## src/rtl/pcie_dma_pkg.sv

```systemverilog
// pcie_dma_pkg: shared Conf register offsets, request width and receiver FSM encoding
package pcie_dma_pkg;
    localparam logic [7:0] CONF_BASE_HI = 8'h10;
    localparam logic [7:0] CONF_BASE_LO = 8'h14;
    localparam logic [7:0] CONF_ORPHAN  = 8'h18;
    localparam logic [7:0] CONF_DUP     = 8'h1C;
    localparam int REQ_W = 56;
    typedef enum logic {ST_IDLE = 1'b0, ST_HAVE_HI = 1'b1} rx_state_t;
endpackage

```

## src/rtl/pcie_req_receiver_if.sv

```systemverilog
// pcie_req_receiver_if: Rx write slave, Conf slave and reassembled request stream bundle
interface pcie_req_receiver_if;
    import pcie_dma_pkg::*;
    logic             RxChipSelect;
    logic             RxWrite;
    logic [63:0]      RxAddress;
    logic [31:0]      RxWriteData;
    logic [3:0]       RxByteEnable;
    logic             RxWaitRequest;
    logic             ConfChipSelect;
    logic             ConfWrite;
    logic             ConfRead;
    logic [7:0]       ConfAddress;
    logic [31:0]      ConfWriteData;
    logic [31:0]      ConfReadData;
    logic             ConfWaitRequest;
    logic             reqValid;
    logic [REQ_W-1:0] reqInfo;
    logic             reqReady;
    modport slave (
        input  RxChipSelect, RxWrite, RxAddress, RxWriteData, RxByteEnable,
        output RxWaitRequest,
        input  ConfChipSelect, ConfWrite, ConfRead, ConfAddress, ConfWriteData,
        output ConfReadData, ConfWaitRequest,
        output reqValid, reqInfo,
        input  reqReady
    );
    modport master (
        output RxChipSelect, RxWrite, RxAddress, RxWriteData, RxByteEnable,
        input  RxWaitRequest,
        output ConfChipSelect, ConfWrite, ConfRead, ConfAddress, ConfWriteData,
        input  ConfReadData, ConfWaitRequest,
        input  reqValid, reqInfo,
        output reqReady
    );
endinterface

```

## src/rtl/pcie_req_fifo.sv

```systemverilog
// pcie_req_fifo: first-word-fall-through register FIFO; head entry is visible whenever non-empty
module pcie_req_fifo #(
    parameter int DEPTH = 8,
    parameter int W     = 56
) (
    input  logic                   clock,
    input  logic                   reset,
    input  logic                   i_push,
    input  logic [W-1:0]           i_data,
    input  logic                   i_pop,
    output logic [W-1:0]           o_data,
    output logic                   o_full,
    output logic                   o_empty,
    output logic [$clog2(DEPTH):0] o_count
);
    localparam int AW = $clog2(DEPTH);
    logic [W-1:0]  r_mem [DEPTH];
    logic [AW-1:0] r_wr;
    logic [AW-1:0] r_rd;
    logic [AW:0]   r_count;
    logic          w_push;
    logic          w_pop;
    assign o_full  = r_count == (AW+1)'(DEPTH);
    assign o_empty = r_count == '0;
    assign o_count = r_count;
    assign w_push  = i_push & ~o_full;
    assign w_pop   = i_pop & ~o_empty;
    assign o_data  = o_empty ? '0 : r_mem[r_rd];
    // storage array; contents are don't-care while not counted, so no reset needed
    always_ff @(posedge clock) begin
        if (w_push) r_mem[r_wr] <= i_data;
    end
    // pointers wrap naturally because DEPTH is a power of two
    always_ff @(posedge clock or posedge reset) begin
        if (reset) begin
            r_wr    <= '0;
            r_rd    <= '0;
            r_count <= '0;
        end else begin
            r_wr    <= r_wr + AW'(w_push);
            r_rd    <= r_rd + AW'(w_pop);
            r_count <= r_count + (AW+1)'(w_push) - (AW+1)'(w_pop);
        end
    end
endmodule

```

## src/rtl/pcie_req_receiver.sv

```systemverilog
// pcie_req_receiver: reassembles two-beat HI/LO request writes into 56-bit FIFO entries.
// Optional header check on HI beats is enabled by defining PCIE_REQ_RX_HDR_CHECK_EN.
module pcie_req_receiver
    import pcie_dma_pkg::*;
#(
    parameter int DEPTH = 8,
    parameter int ERR_W = 8
) (
    input  logic              clock,
    input  logic              reset,
    pcie_req_receiver_if.slave bus
);
    localparam int CW = $clog2(DEPTH) + 1;
    rx_state_t        r_state;
    rx_state_t        w_next;
    logic [63:0]      r_base;
    logic [23:0]      r_hi_word;
    logic [ERR_W-1:0] r_orphan;
    logic [ERR_W-1:0] r_dup;
    logic [31:0]      r_rdata;
    logic             w_beat, w_is_hi, w_is_lo, w_be_ok, w_hi_ok, w_hi_good, w_lo_good;
    logic             w_push, w_hi_load, w_orphan_inc, w_dup_inc;
    logic             w_conf_wr, w_base_wr, w_full, w_empty;
    logic [CW-1:0]    w_count;
    logic [7:0]       w_orphan8, w_dup8, w_count8;
    logic [31:0]      w_rd_mux;

    assign w_is_hi   = bus.RxAddress == r_base;
    assign w_is_lo   = bus.RxAddress == r_base + 64'd4;
    assign bus.RxWaitRequest = bus.RxChipSelect & bus.RxWrite & w_full & (r_state == ST_HAVE_HI) & w_is_lo;
    assign w_beat    = bus.RxChipSelect & bus.RxWrite & ~bus.RxWaitRequest;
    assign w_be_ok   = bus.RxByteEnable == 4'hf;
`ifdef PCIE_REQ_RX_HDR_CHECK_EN
    assign w_hi_ok   = w_be_ok & (bus.RxWriteData[31:24] == 8'd0);
`else
    assign w_hi_ok   = w_be_ok;
`endif
    assign w_hi_good = w_beat & w_is_hi & w_hi_ok;
    assign w_lo_good = w_beat & w_is_lo & w_be_ok;
    assign w_conf_wr = bus.ConfChipSelect & bus.ConfWrite;
    assign w_base_wr = w_conf_wr & ((bus.ConfAddress == CONF_BASE_HI) | (bus.ConfAddress == CONF_BASE_LO));
    assign bus.ConfWaitRequest = 1'b0;
    assign bus.ConfReadData    = r_rdata;
    assign bus.reqValid        = ~w_empty;

    // request state register
    always_ff @(posedge clock or posedge reset) begin
        if (reset) r_state <= ST_IDLE;
        else       r_state <= w_next;
    end

    // next state and per-beat actions; a base rewrite abandons any half-built request
    always_comb begin
        w_next       = r_state;
        w_push       = 1'b0;
        w_hi_load    = 1'b0;
        w_dup_inc    = 1'b0;
        w_orphan_inc = w_beat & ((w_is_hi & ~w_hi_ok) | (w_is_lo & ~w_be_ok));
        case (r_state)
            ST_IDLE: begin
                w_hi_load = w_hi_good;
                if (w_hi_good) w_next = ST_HAVE_HI;
                if (w_lo_good) w_orphan_inc = 1'b1;
            end
            ST_HAVE_HI: begin
                w_hi_load = w_hi_good;
                w_dup_inc = w_hi_good;
                w_push    = w_lo_good;
                if (w_lo_good) w_next = ST_IDLE;
            end
            default: w_next = ST_IDLE;
        endcase
        if (w_base_wr) w_next = ST_IDLE;
    end

    // latched header bits of the pending request
    always_ff @(posedge clock or posedge reset) begin
        if (reset)          r_hi_word <= '0;
        else if (w_base_wr) r_hi_word <= '0;
        else if (w_hi_load) r_hi_word <= bus.RxWriteData[23:0];
    end

    // 64-bit decode base, written as two 32-bit halves
    always_ff @(posedge clock or posedge reset) begin
        if (reset) r_base <= '0;
        else if (w_conf_wr && bus.ConfAddress == CONF_BASE_HI) r_base[63:32] <= bus.ConfWriteData;
        else if (w_conf_wr && bus.ConfAddress == CONF_BASE_LO) r_base[31:0]  <= bus.ConfWriteData;
    end

    // orphan counter: saturating, clear wins over a same-cycle increment
    always_ff @(posedge clock or posedge reset) begin
        if (reset) r_orphan <= '0;
        else if (w_conf_wr && bus.ConfAddress == CONF_ORPHAN) r_orphan <= '0;
        else if (w_orphan_inc && !(&r_orphan)) r_orphan <= r_orphan + 1'b1;
    end

    // duplicate-HI counter: saturating, clear wins over a same-cycle increment
    always_ff @(posedge clock or posedge reset) begin
        if (reset) r_dup <= '0;
        else if (w_conf_wr && bus.ConfAddress == CONF_DUP) r_dup <= '0;
        else if (w_dup_inc && !(&r_dup)) r_dup <= r_dup + 1'b1;
    end

    // status fields are reported as exactly 8 bits regardless of counter width
    if (ERR_W >= 8) begin : g_err_trunc
        assign w_orphan8 = r_orphan[7:0];
        assign w_dup8    = r_dup[7:0];
    end else begin : g_err_ext
        assign w_orphan8 = {{(8-ERR_W){1'b0}}, r_orphan};
        assign w_dup8    = {{(8-ERR_W){1'b0}}, r_dup};
    end
    assign w_count8 = {{(8-CW){1'b0}}, w_count};

    assign w_rd_mux = (bus.ConfAddress == CONF_BASE_HI) ? r_base[63:32] :
                      (bus.ConfAddress == CONF_BASE_LO) ? r_base[31:0] :
                      (bus.ConfAddress == CONF_ORPHAN)  ? {16'd0, w_orphan8, w_count8} :
                      (bus.ConfAddress == CONF_DUP)     ? {24'd0, w_dup8} : 32'd0;

    // registered Conf read data, held between reads
    always_ff @(posedge clock or posedge reset) begin
        if (reset) r_rdata <= '0;
        else if (bus.ConfChipSelect && bus.ConfRead) r_rdata <= w_rd_mux;
    end

    pcie_req_fifo #(.DEPTH(DEPTH), .W(REQ_W)) u_fifo (
        .clock   (clock),
        .reset   (reset),
        .i_push  (w_push),
        .i_data  ({r_hi_word, bus.RxWriteData}),
        .i_pop   (bus.reqValid & bus.reqReady),
        .o_data  (bus.reqInfo),
        .o_full  (w_full),
        .o_empty (w_empty),
        .o_count (w_count)
    );
endmodule

```

## src/flat_wrapper.sv

```systemverilog
// flat-port wrapper written by rule: the top's interface ports become plain ports
module pcie_req_receiver_flat import pcie_dma_pkg::*;
#(
    parameter int DEPTH = 8,
    parameter int ERR_W = 8
)
  (clock, reset, bus_RxChipSelect, bus_RxWrite, bus_RxAddress, bus_RxWriteData, bus_RxByteEnable, bus_RxWaitRequest, bus_ConfChipSelect, bus_ConfWrite, bus_ConfRead, bus_ConfAddress, bus_ConfWriteData, bus_ConfReadData, bus_ConfWaitRequest, bus_reqValid, bus_reqInfo, bus_reqReady);
  pcie_req_receiver_if bus_i ();
  input  logic clock;
  input  logic reset;
  input wire logic [$bits(bus_i.RxChipSelect)-1:0] bus_RxChipSelect;
  input wire logic [$bits(bus_i.RxWrite)-1:0] bus_RxWrite;
  input wire logic [$bits(bus_i.RxAddress)-1:0] bus_RxAddress;
  input wire logic [$bits(bus_i.RxWriteData)-1:0] bus_RxWriteData;
  input wire logic [$bits(bus_i.RxByteEnable)-1:0] bus_RxByteEnable;
  output wire logic [$bits(bus_i.RxWaitRequest)-1:0] bus_RxWaitRequest;
  input wire logic [$bits(bus_i.ConfChipSelect)-1:0] bus_ConfChipSelect;
  input wire logic [$bits(bus_i.ConfWrite)-1:0] bus_ConfWrite;
  input wire logic [$bits(bus_i.ConfRead)-1:0] bus_ConfRead;
  input wire logic [$bits(bus_i.ConfAddress)-1:0] bus_ConfAddress;
  input wire logic [$bits(bus_i.ConfWriteData)-1:0] bus_ConfWriteData;
  output wire logic [$bits(bus_i.ConfReadData)-1:0] bus_ConfReadData;
  output wire logic [$bits(bus_i.ConfWaitRequest)-1:0] bus_ConfWaitRequest;
  output wire logic [$bits(bus_i.reqValid)-1:0] bus_reqValid;
  output wire logic [$bits(bus_i.reqInfo)-1:0] bus_reqInfo;
  input wire logic [$bits(bus_i.reqReady)-1:0] bus_reqReady;
  assign bus_i.RxChipSelect = bus_RxChipSelect;
  assign bus_i.RxWrite = bus_RxWrite;
  assign bus_i.RxAddress = bus_RxAddress;
  assign bus_i.RxWriteData = bus_RxWriteData;
  assign bus_i.RxByteEnable = bus_RxByteEnable;
  assign bus_RxWaitRequest = bus_i.RxWaitRequest;
  assign bus_i.ConfChipSelect = bus_ConfChipSelect;
  assign bus_i.ConfWrite = bus_ConfWrite;
  assign bus_i.ConfRead = bus_ConfRead;
  assign bus_i.ConfAddress = bus_ConfAddress;
  assign bus_i.ConfWriteData = bus_ConfWriteData;
  assign bus_ConfReadData = bus_i.ConfReadData;
  assign bus_ConfWaitRequest = bus_i.ConfWaitRequest;
  assign bus_reqValid = bus_i.reqValid;
  assign bus_reqInfo = bus_i.reqInfo;
  assign bus_i.reqReady = bus_reqReady;
  pcie_req_receiver #(.DEPTH(DEPTH), .ERR_W(ERR_W)) u_core (.clock(clock), .reset(reset), .bus(bus_i));
endmodule
```

## config.mk

```make
export PLATFORM = sky130hd
export DESIGN_NAME = pcie_req_receiver_flat
export DESIGN_NICKNAME = d
export VERILOG_FILES = /design/src/rtl/pcie_dma_pkg.sv /design/src/rtl/pcie_req_receiver_if.sv /design/src/rtl/pcie_req_fifo.sv /design/src/rtl/pcie_req_receiver.sv /design/src/flat_wrapper.sv
export SDC_FILE = /design/constraint.sdc
export NUM_CORES = 1
export LEC_CHECK = 0
export ABC_AREA = 1
export CAP_MARGIN = 20
export CORE_UTILIZATION = 55
export CTS_CLUSTER_DIAMETER = 120
export DETAILED_ROUTE_END_ITERATION = 8
export PLACE_DENSITY = 0.83
export SLEW_MARGIN = 0
export SYNTH_ARGS = -nofsm -noshare
export SYNTH_HDL_FRONTEND = slang
export SYNTH_SLANG_ARGS = --single-unit
```

## constraint.sdc

```tcl
create_clock -name clock -period 11.6 [get_ports clock]
set_input_delay 1.74 -clock clock [delete_from_list [all_inputs] [get_ports clock]]
set_output_delay 1.74 -clock clock [all_outputs]
set_load 0.02 [all_outputs]
```

==> results of run 1 <==
==> final cells by class <==
cell class | count | share of cell area, %
Clock inverter | 29 | 0.6800
Multi-Input combinational cell | 1969 | 29.16
Timing Repair Buffer | 265 | 8.130
Clock buffer | 75 | 4.814
Antenna cell | 4 | 0.03074
Tap cell | 664 | 2.551
Sequential cell | 595 | 52.63
Inverter | 171 | 2.002
==> metrics by stage <==
| step | hold WS, ps | setup slack (ps) | std cells | instance area [um^2] | utilization (%) |
|---|---|---|---|---|---|
| floorplan | 441.6 | 4030 | 2867 | 27710 | - |
| global placement | 473.4 | 4968 | 3660 | 30670 | 62.14 |
| detailed placement | 486.1 | 5122 | 3660 | 30670 | 62.14 |
| CTS | 498.6 | 5035 | 3764 | 32460 | 65.77 |
| global route | 514.2 | 4921 | 3771 | 32560 | 65.98 |
| finish | 499.5 | 5097 | 3772 | 32570 | 65.98 |
==> layer usage <==
layer | wire length [um] | global-route usage, % | up-vias
li1 | - | - | 10230
met1 | 37160 | 48.83 | 11220
met2 | 45930 | 60.94 | 1472
met3 | 8070 | 5.093 | 197
met4 | 3308 | 12.84 | 0
met5 | 0 | 0 | -
==> worst max path at each step <==
stage	from	end	depth (start not counted)
final	bus_RxAddress[14]	bus_RxWaitRequest	15
after global routing	bus_RxAddress[9]	bus_RxWaitRequest	18
after CTS	u_core.u_fifo.r_rd[0]$_DFF_PP0_	bus_reqInfo[3]	7
after detailed placement	bus_RxAddress[11]	bus_RxWaitRequest	14
after global placement	bus_RxAddress[11]	bus_RxWaitRequest	14
after floorplan	bus_RxAddress[11]	u_core.u_fifo.r_mem[2][0]$_DFFE_PP_	14
==> state kept, by name, indices dropped and copies added, names as in the netlist <==
signal / flops
u_core.r_orphan: 8
u_core.u_fifo.o_count: 4
u_core.r_hi_word: 24
u_core.u_fifo.r_rd: 3
u_core.r_dup: 8
u_core.u_fifo.r_wr: 3
u_core.r_state: 1
u_core.bus.ConfReadData: 32
u_core.u_fifo.r_mem: 448
u_core.r_base: 64
==> cell families after synthesis <==
logic type	Yosys count
other	1
AND/OR/NAND/NOR	1297
flip-flops	595
XOR/XNOR	77
adder cells (fa/ha/maj)	14
AO/OA/AOI/OAI	580
buffers and inverters	303
==> synth_stat cells (16+ instances only) <==
cell type,n,area share (%)
sky130_fd_sc_hd__nand2_2,16,0.36
sky130_fd_sc_hd__o21ai_0,378,6.8
sky130_fd_sc_hd__o22ai_1,62,1.4
sky130_fd_sc_hd__a31oi_1,57,1.3
sky130_fd_sc_hd__clkbuf_1,119,1.6
sky130_fd_sc_hd__edfxtp_1,448,49
sky130_fd_sc_hd__xor2_1,48,1.5
sky130_fd_sc_hd__xnor2_1,29,0.92
sky130_fd_sc_hd__nand4_1,43,0.97
sky130_fd_sc_hd__o21ai_1,17,0.31
sky130_fd_sc_hd__inv_1,160,2.2
sky130_fd_sc_hd__nand2_1,487,6.6
sky130_fd_sc_hd__dfrtp_1,147,13
sky130_fd_sc_hd__a21oi_1,54,0.98
sky130_fd_sc_hd__nand3_1,104,1.9
sky130_fd_sc_hd__nor2_1,559,7.6
sky130_fd_sc_hd__nor3_1,27,0.49
==> tightest hold or removal path, delay by kind of cell, from the launching register on <==
| family | cells | cell delay [ps] |
|---|---|---|
| compound gates | 1 | 70 |
| flops | 1 | 340 |
| simple gates | 1 | 50 |
==> power breakdown <==
| group | internal [mW] | leakage (nW) | switching [mW] |
|---|---|---|---|
| Combinational | 0.781 | 5.16 | 1.35 |
| Sequential | 2.33 | 6.07 | 0.0978 |
| Clock | 0.978 | 0.884 | 0.795 |
| Total | 4.09 | 12.1 | 2.24 |
==> layout by cell type (no fill, tap or decap), drive strengths merged, types with 45 or more instances in the layout <==
cell,instances
clkdlybuf4s50,237
dfrtp,147
a21oi,54
o22ai,62
xor2,48
a31oi,57
nand3,106
nand4,45
clkbuf,75
nand2,505
inv,167
edfxtp,448
o21ai,396
nor2,584
==> run summary, run 1 <==
The flow ran to the end, and the final reports show no timing, DRC or antenna violations. The multiplexer area fraction after synthesis came out at 0%. The max-slew violation count is 0. In the synthesized netlist the async set-or-reset flop fraction comes to between 20% and 30%. The number of enable flip-flop cells after synthesis came out at 448.

The total of flip-flops plus latches after synthesis is ~600. Among all stages on the critical path, the largest delay is contributed by sky130_fd_sc_hd__clkdlybuf4s50_1. The count of cells resized by post-cts repair is 0. The post-CTS clock slew at the launch and capture registers of the worst setup and hold paths came out at ~60 ps. The count of yosys warnings during synthesis came out at 0. The overall fraction of global-route tracks in use is between 30 and 40%. The cell family contributing the most delay on the critical path is buffers and inverters. For this run, design rule violations remaining after detail routing come to 0. TritonCTS built the clock tree. The routed design has between 90000 and 100000 um of wire.

The wire length per cell came out at approximately 25 um. The total of max-cap violations came out at 0. The effective utilization at floorplan came out at 56.15%. In the final design database the tool counted between 3000 and 4000 nets. The net count after synthesis came out at roughly 3000. The worst-case reg-to-reg path depth came out at 18. The maximum vdd ir drop came out at around 0.16 mV.

The cell at the root of the clock tree is sky130_fd_sc_hd__clkbuf_16. The cell leakage power came out at 12.12 nW. The first global-routing pass estimated ~140000 um of wire. The number of instances in the synthesized netlist came out at approximately 2900.

The flop-to-flop setup slack is 6450 ps. The xor and xnor fraction of the mapped netlist area is approximately 2.4%. The initial antenna violation count came out at 3.

After routing, the total negative slack on setup checks comes to 0 ps. The total power came out at roughly 6.3 mW. The worst hold path was traced through 2 stages. The type of element launching the critical path is a primary input. The slew at the pin closest to its max-slew limit is 1032 ps. The average cell area after synthesis came out at around 9.7 um^2. Dividing total power by cell area gives a power density of around 200 nW/um^2. Summing the sequential cell areas from Yosys gives between 60% and 70% of the chip area.

Traced cell by cell, the critical path runs through clkdlybuf4s50_1 -> xor2_1 -> inv_1 -> nand2_1 -> nand2_1 -> nor2_1 -> nand2_1 -> nor2_1 -> nand2_1 -> nor2_1 -> nand2_1 -> nor2_2 -> nand3_2 -> inv_1 -> clkdlybuf4s50_1. The floorplan die area came out at about 51000 um^2. After detailed routing, the number of vias per cell comes to 6.129. The share of cells above drive strength 1 came out at roughly 6.2%. The number of hold-repair buffers added at the cts stage came out at 0. The number of distinct library cells after synthesis is 47. Summing every instance area after synthesis gives 27710 um^2. The highest cell delay on the worst timing path is 650 ps.

The half-perimeter wire length after placement is 65310 um. In this run the worst path has a maximum fanout of 4. Entering global routing, the biggest net connects 120 pins. The most common flop cell mapped by yosys is sky130_fd_sc_hd__edfxtp_1. After global routing the overflow that remains totals 0. Setup violations remaining at the end of the flow were counted as 0. After Yosys synthesis, and, or, nand and nor cells account for 19.78% of the synthesized area. The critical path is of the primary input to output pin type.

The multi-input combinational cells in the finished layout cover a total of about 9500 um^2. The arithmetic-cell share of the synthesized area counting full adders, half adders and majority gates came out at 0.6592%. The placer's final routability congestion estimate is ~1. Across the whole layout, storage elements account for between 15000 and 20000 um^2. The area growth from synthesis to layout is 17.51%. Setup repair after global routing left no endpoint under its margin.

The worst register-to-register path begins at u_core.r_base[33]$_DFFE_PP0P_. STA classifies the critical path endpoint as an output pin. The number of filler instances in the final layout is around 3700. Data arrives at the worst endpoint at ~4800 ps. The required time of the worst setup path is 9860 ps.

The reg-to-reg critical path endpoint is u_core.u_fifo.r_mem[7][46]$_DFFE_PP_. The number of clock buffers added by TritonCTS is 57. The post-detailed-route count of antenna-violating nets came out at 0. The post-route minimum period is 6503 ps. The number of clock sinks seen by CTS came out at about 600. Across all layers, the routed design uses approximately 23000 vias. The worst hold path terminates at u_core.bus.ConfReadData[10]$_DFFE_PP0P_.

The number of iterations in the first detailed-routing pass is 5. The critical path contains buffers and inverters numbering 4 combined. The number of port buffers came out at roughly 240. The die boundary height came out at roughly 230 um. The insertion delay to the later sink of the worst-skew pair is around 630 ps. about 240 I/O pins were placed. The buffer levels on the longest clock path is 3.

The worst hold path begins at u_core.bus.ConfReadData[10]$_DFFE_PP0P_. The achievable clock frequency came out at about 150 MHz. The complex-gate fraction of the synthesized area is around 11%. The number of standard-cell rows in the floorplan came out at slightly above 80. The number of global-route vias before repair came out at 21800.

After synthesis, the largest family of logic cells by area is simple AND/OR/NAND/NOR gates. The H-tree generated during clock tree synthesis spans 2 levels. Clock skew on the completed layout was measured at between 20 and 30 ps.

In this design, the critical path's most frequently occurring cell is sky130_fd_sc_hd__nand2_1. The class of the most critical hold timing path is flop to flop. The final hold violation count came out at 0.

Measured along the x axis, the die boundary spans 226.5 um. The relative slew slack is between 30% and 40%. The fraction of the cycle the final worst path needs came out at between 50% and 60%. The total area inside the core boundary comes to slightly below 50000 um^2. The detailed router finished its first iteration with between 2000 and 3000 violations. The count of buffers added by post-CTS timing repair for setup is 0.
(Power assumes the default switching activity.)
==> inputs of run 2 (changes only) <==
Settings changed: CORE_UTILIZATION 55 to 53, PLACE_DENSITY 0.83 to 0.84.
Clock period 11.6 ns to 5.4 ns, I/O delays scaled along.
==> run 2 against run 1 <==
Net effect: sequential cell count is the same; global-route usage decreased by 1.9 points; clock-buffer cell count is 5 higher; non-clock buffer count rose by 26; first-iteration DRC count down 1.3%; clock power increased by 140%; worst hold slack worse by 2.3 ps; core utilization decreased by 1.8 points.
==> run summary, run 2 (synthesized netlist as in run 1, its figures left out) <==
The post-detailed-route count of antenna-violating nets is 0 (unchanged). The flop-to-flop setup slack came out at 990 ps (-5460 ps). The maximum level of the CTS H-tree is 2 (unchanged). The die outline width came out at 230.7 um (+1.9%). The number of port buffers is 237 (unchanged). The buffering stage count on the worst path with inverters included is 2 (-2). The total of max-cap violations is 0 (unchanged).

The share of cells above drive strength 1 was 6.831% (+0.61 points). The tightest min-delay check is of the flop to flop type. The number of placed cells counting well taps is 3705 (+1.2%). The final wirelength is 92190 um (-2.4%). The top cell types in the final layout, fill and taps aside, are 559 x sky130_fd_sc_hd__nor2_1, 485 x sky130_fd_sc_hd__nand2_1, 448 x sky130_fd_sc_hd__edfxtp_1.

The final worst clock skew came out at 62.57 ps (+35.33 ps). The final net count came out at 3247 (+0.81%). The worst endpoint data arrival time is 4260 ps (-500 ps). The buffer levels on the longest clock path is 3 (unchanged). The worst hold path stage count came out at 2 (unchanged). The die boundary height was 230.7 um (+1.9%). The maximum number of pins on one net before global-route repair is 145 (+21%). The count of buffers added by post-CTS timing repair for setup came out at 0 (unchanged). Setup repair after global routing left no endpoint under its margin.

The library cell used most frequently in the layout, excluding fill and tap cells, is sky130_fd_sc_hd__nor2_1. The setup total negative slack came to 0 ps (unchanged). The cell sitting at the root of the clock tree is a sky130_fd_sc_hd__clkbuf_16. For this design, the slowest cell found on the critical path is sky130_fd_sc_hd__clkdlybuf4s50_1. The number of remaining DRC errors came out at 0 (unchanged).

The total power came out at 14.07 mW (+120%). The via count normalized by instance count came out at 6.075 (-0.88%). The worst hold slack came out at 497.2 ps (-2.304 ps). The effective utilization at floorplan was 53.80% (-2.3 points). The total via count after detailed routing came to 23200 (+0.36%).

The placer's final routability congestion estimate came out at 1.014 (+3.2%). The worst setup path is launched from a flop. The filler-free cell count of the finished design is 3819 (+1.2%). The TritonCTS clock tree is built.

The DRC violation total after the first TritonRoute iteration came out at 2760 (-1.3%). The largest delay contributor family on the critical path is simple AND/OR/NAND/NOR gates. The placeable core area was 51510 um^2 (+4.4%).

The reg-to-reg critical path endpoint is u_core.u_fifo.r_mem[1][9]$_DFFE_PP_. The number of filler instances in the final layout is 3869 (+5.7%). The count of pins on the block boundary is 239 (unchanged). The cell area after layout is 33070 um^2 (+1.5%). The number of global-route vias before repair is 22330 (+2.4%).

The final hold violation count is 0 (unchanged). The post-CTS clock slew at the launch and capture registers of the worst setup and hold paths came out at 60 ps (about the same). The power density over the cells came to 425.5 nW/um^2 (+120%). The number of hold-repair buffers added at the cts stage is 0 (unchanged). The post-detailed-placement cell area is 31020 um^2 (+1.1%). The achievable clock frequency came out at about 200 MHz.

The slew at the pin closest to its max-slew limit was 907.6 ps (-124.7 ps). For hold timing, the worst endpoint is u_core.bus.ConfReadData[14]$_DFFE_PP0P_. The critical path in this run is classified as flop to output pin. The post-route minimum period is around 5000 ps.

The cell leakage power is 12.35 nW (+1.9%). The combined flip-flop and latch cell area was 17140 um^2 (unchanged). The highest cell delay on the worst timing path is 640 ps (about the same). Of the available clock period, the critical path in the final layout requires a little over nine tenths.

The max-slew violation count came out at 0 (unchanged). The number of clock buffers inserted by TritonCTS came out at 57 (unchanged). The initial antenna violation count came out at 6 (+3).

The number of setup violations in the final report is 0 (unchanged). The combined area of the multi-input logic cells came out at 9515 um^2 (+0.18%). The wire length per cell came out at 24.14 um (-3.6%). The remaining global-route overflow is 0 (unchanged).

The area overhead of the layout relative to synthesis came out at 19.33%. The worst hold path begins at u_core.bus.ConfReadData[14]$_DFFE_PP0P_. The worst-case reg-to-reg path depth was 18 (unchanged). The number of iterations in the first detailed-routing pass is 9 (+4). Counting flops per register, the top entry is u_core.u_fifo.r_mem.

The number of standard-cell rows in the floorplan is 83 (+2.5%). The floorplan die area was 53210 um^2 (+3.7%). The number of clock sinks seen by CTS is 595 (unchanged). The half-perimeter wire length after placement came out at 65010 um (-0.46%). The relative slew slack is 39.49% (+8.3 points).

The overall fraction of global-route tracks in use is 34.60% (-1.9 points). The flow ran to the end, and the final reports show no timing, DRC or antenna violations. Walking the worst path, the cells encountered are nand2_1 -> nor2_2 -> nand2_1 -> nor2_1 -> nand2_1 -> nor2_2 -> o21ai_0 -> nor2_1 -> nand2_1 -> nor2_1 -> nand2_1 -> nor2_2 -> nand3_2 -> inv_1 -> clkdlybuf4s50_1.

The required time of the worst setup path was 4590 ps (-5270 ps). The number of flip-flops in the largest register is 448 (unchanged). The count of cells resized by post-cts repair was 0 (unchanged). The kind of end point of the critical path is an output pin. The maximum vdd ir drop was 0.3480 mV (+120%).

The largest driver fanout on the critical path is 5 (+1). The global-route wire length before repair is 137300 um (+0.90%). The insertion delay to the later sink of the worst-skew pair came to 650 ps (+20 ps). In this design, the critical path's most frequently occurring cell is sky130_fd_sc_hd__nand2_1. The startpoint identified for the worst register-to-register timing path is u_core.r_base[18]$_DFFE_PP0P_.
[run 2: per-layer routing]
layer / track usage [%] / part of all wire [%]
met1: 46.54 / 39
met2: 57.55 / 49
met3: 4.817 / 8.3
met4: 12.36 / 4.0
met5: 0 / 0
[run 2: cell type report]
type | instances | share of cell area (%)
tap | 680 | 2.573
inverter | 171 | 1.979
clock buffer | 80 | 4.820
timing repair buffer | 291 | 8.702
multi-input combinational | 1969 | 28.77
clock inverter | 27 | 1.279
sequential | 595 | 51.83
antenna | 6 | 0.04540
[run 2: worst min-delay path, delay by kind of cell, from the launching register on]
| family | cells | cell delay (ps) |
|---|---|---|
| simple gates | 1 | 50 |
| flops | 1 | 350 |
| compound gates | 1 | 60 |
[run 2: stage by stage]
step	setup slack [ps]	util, %
after global placement	633.1	60.22
after detailed placement	729.9	60.22
after floorplan	-1260	-
final	328.1	64.20
after CTS	332.0	64.13
after global routing	103.5	64.20
[run 2: worst max path at each step]
stage                                        from                                   to  slack (ps)  cells past startpoint
floorplan            u_core.r_base[3]$_DFFE_PP0P_  u_core.u_fifo.r_mem[0][0]$_DFFE_PP_       -1260                     16
global placement                 bus_RxAddress[8]                    bus_RxWaitRequest         630                     15
detailed placement              bus_RxAddress[17]                    bus_RxWaitRequest         730                     14
CTS                 u_core.r_base[18]$_DFFE_PP0P_                    bus_RxWaitRequest         330                     15
global route        u_core.r_base[18]$_DFFE_PP0P_                    bus_RxWaitRequest         100                     16
finish              u_core.r_base[18]$_DFFE_PP0P_                    bus_RxWaitRequest         330                     15
[run 2: power by group]
part	switching, mW	total [mW]	internal [mW]
clock network	1.71	4.25	2.54
logic	2.92	4.61	1.69
registers	0.213	5.21	5.00
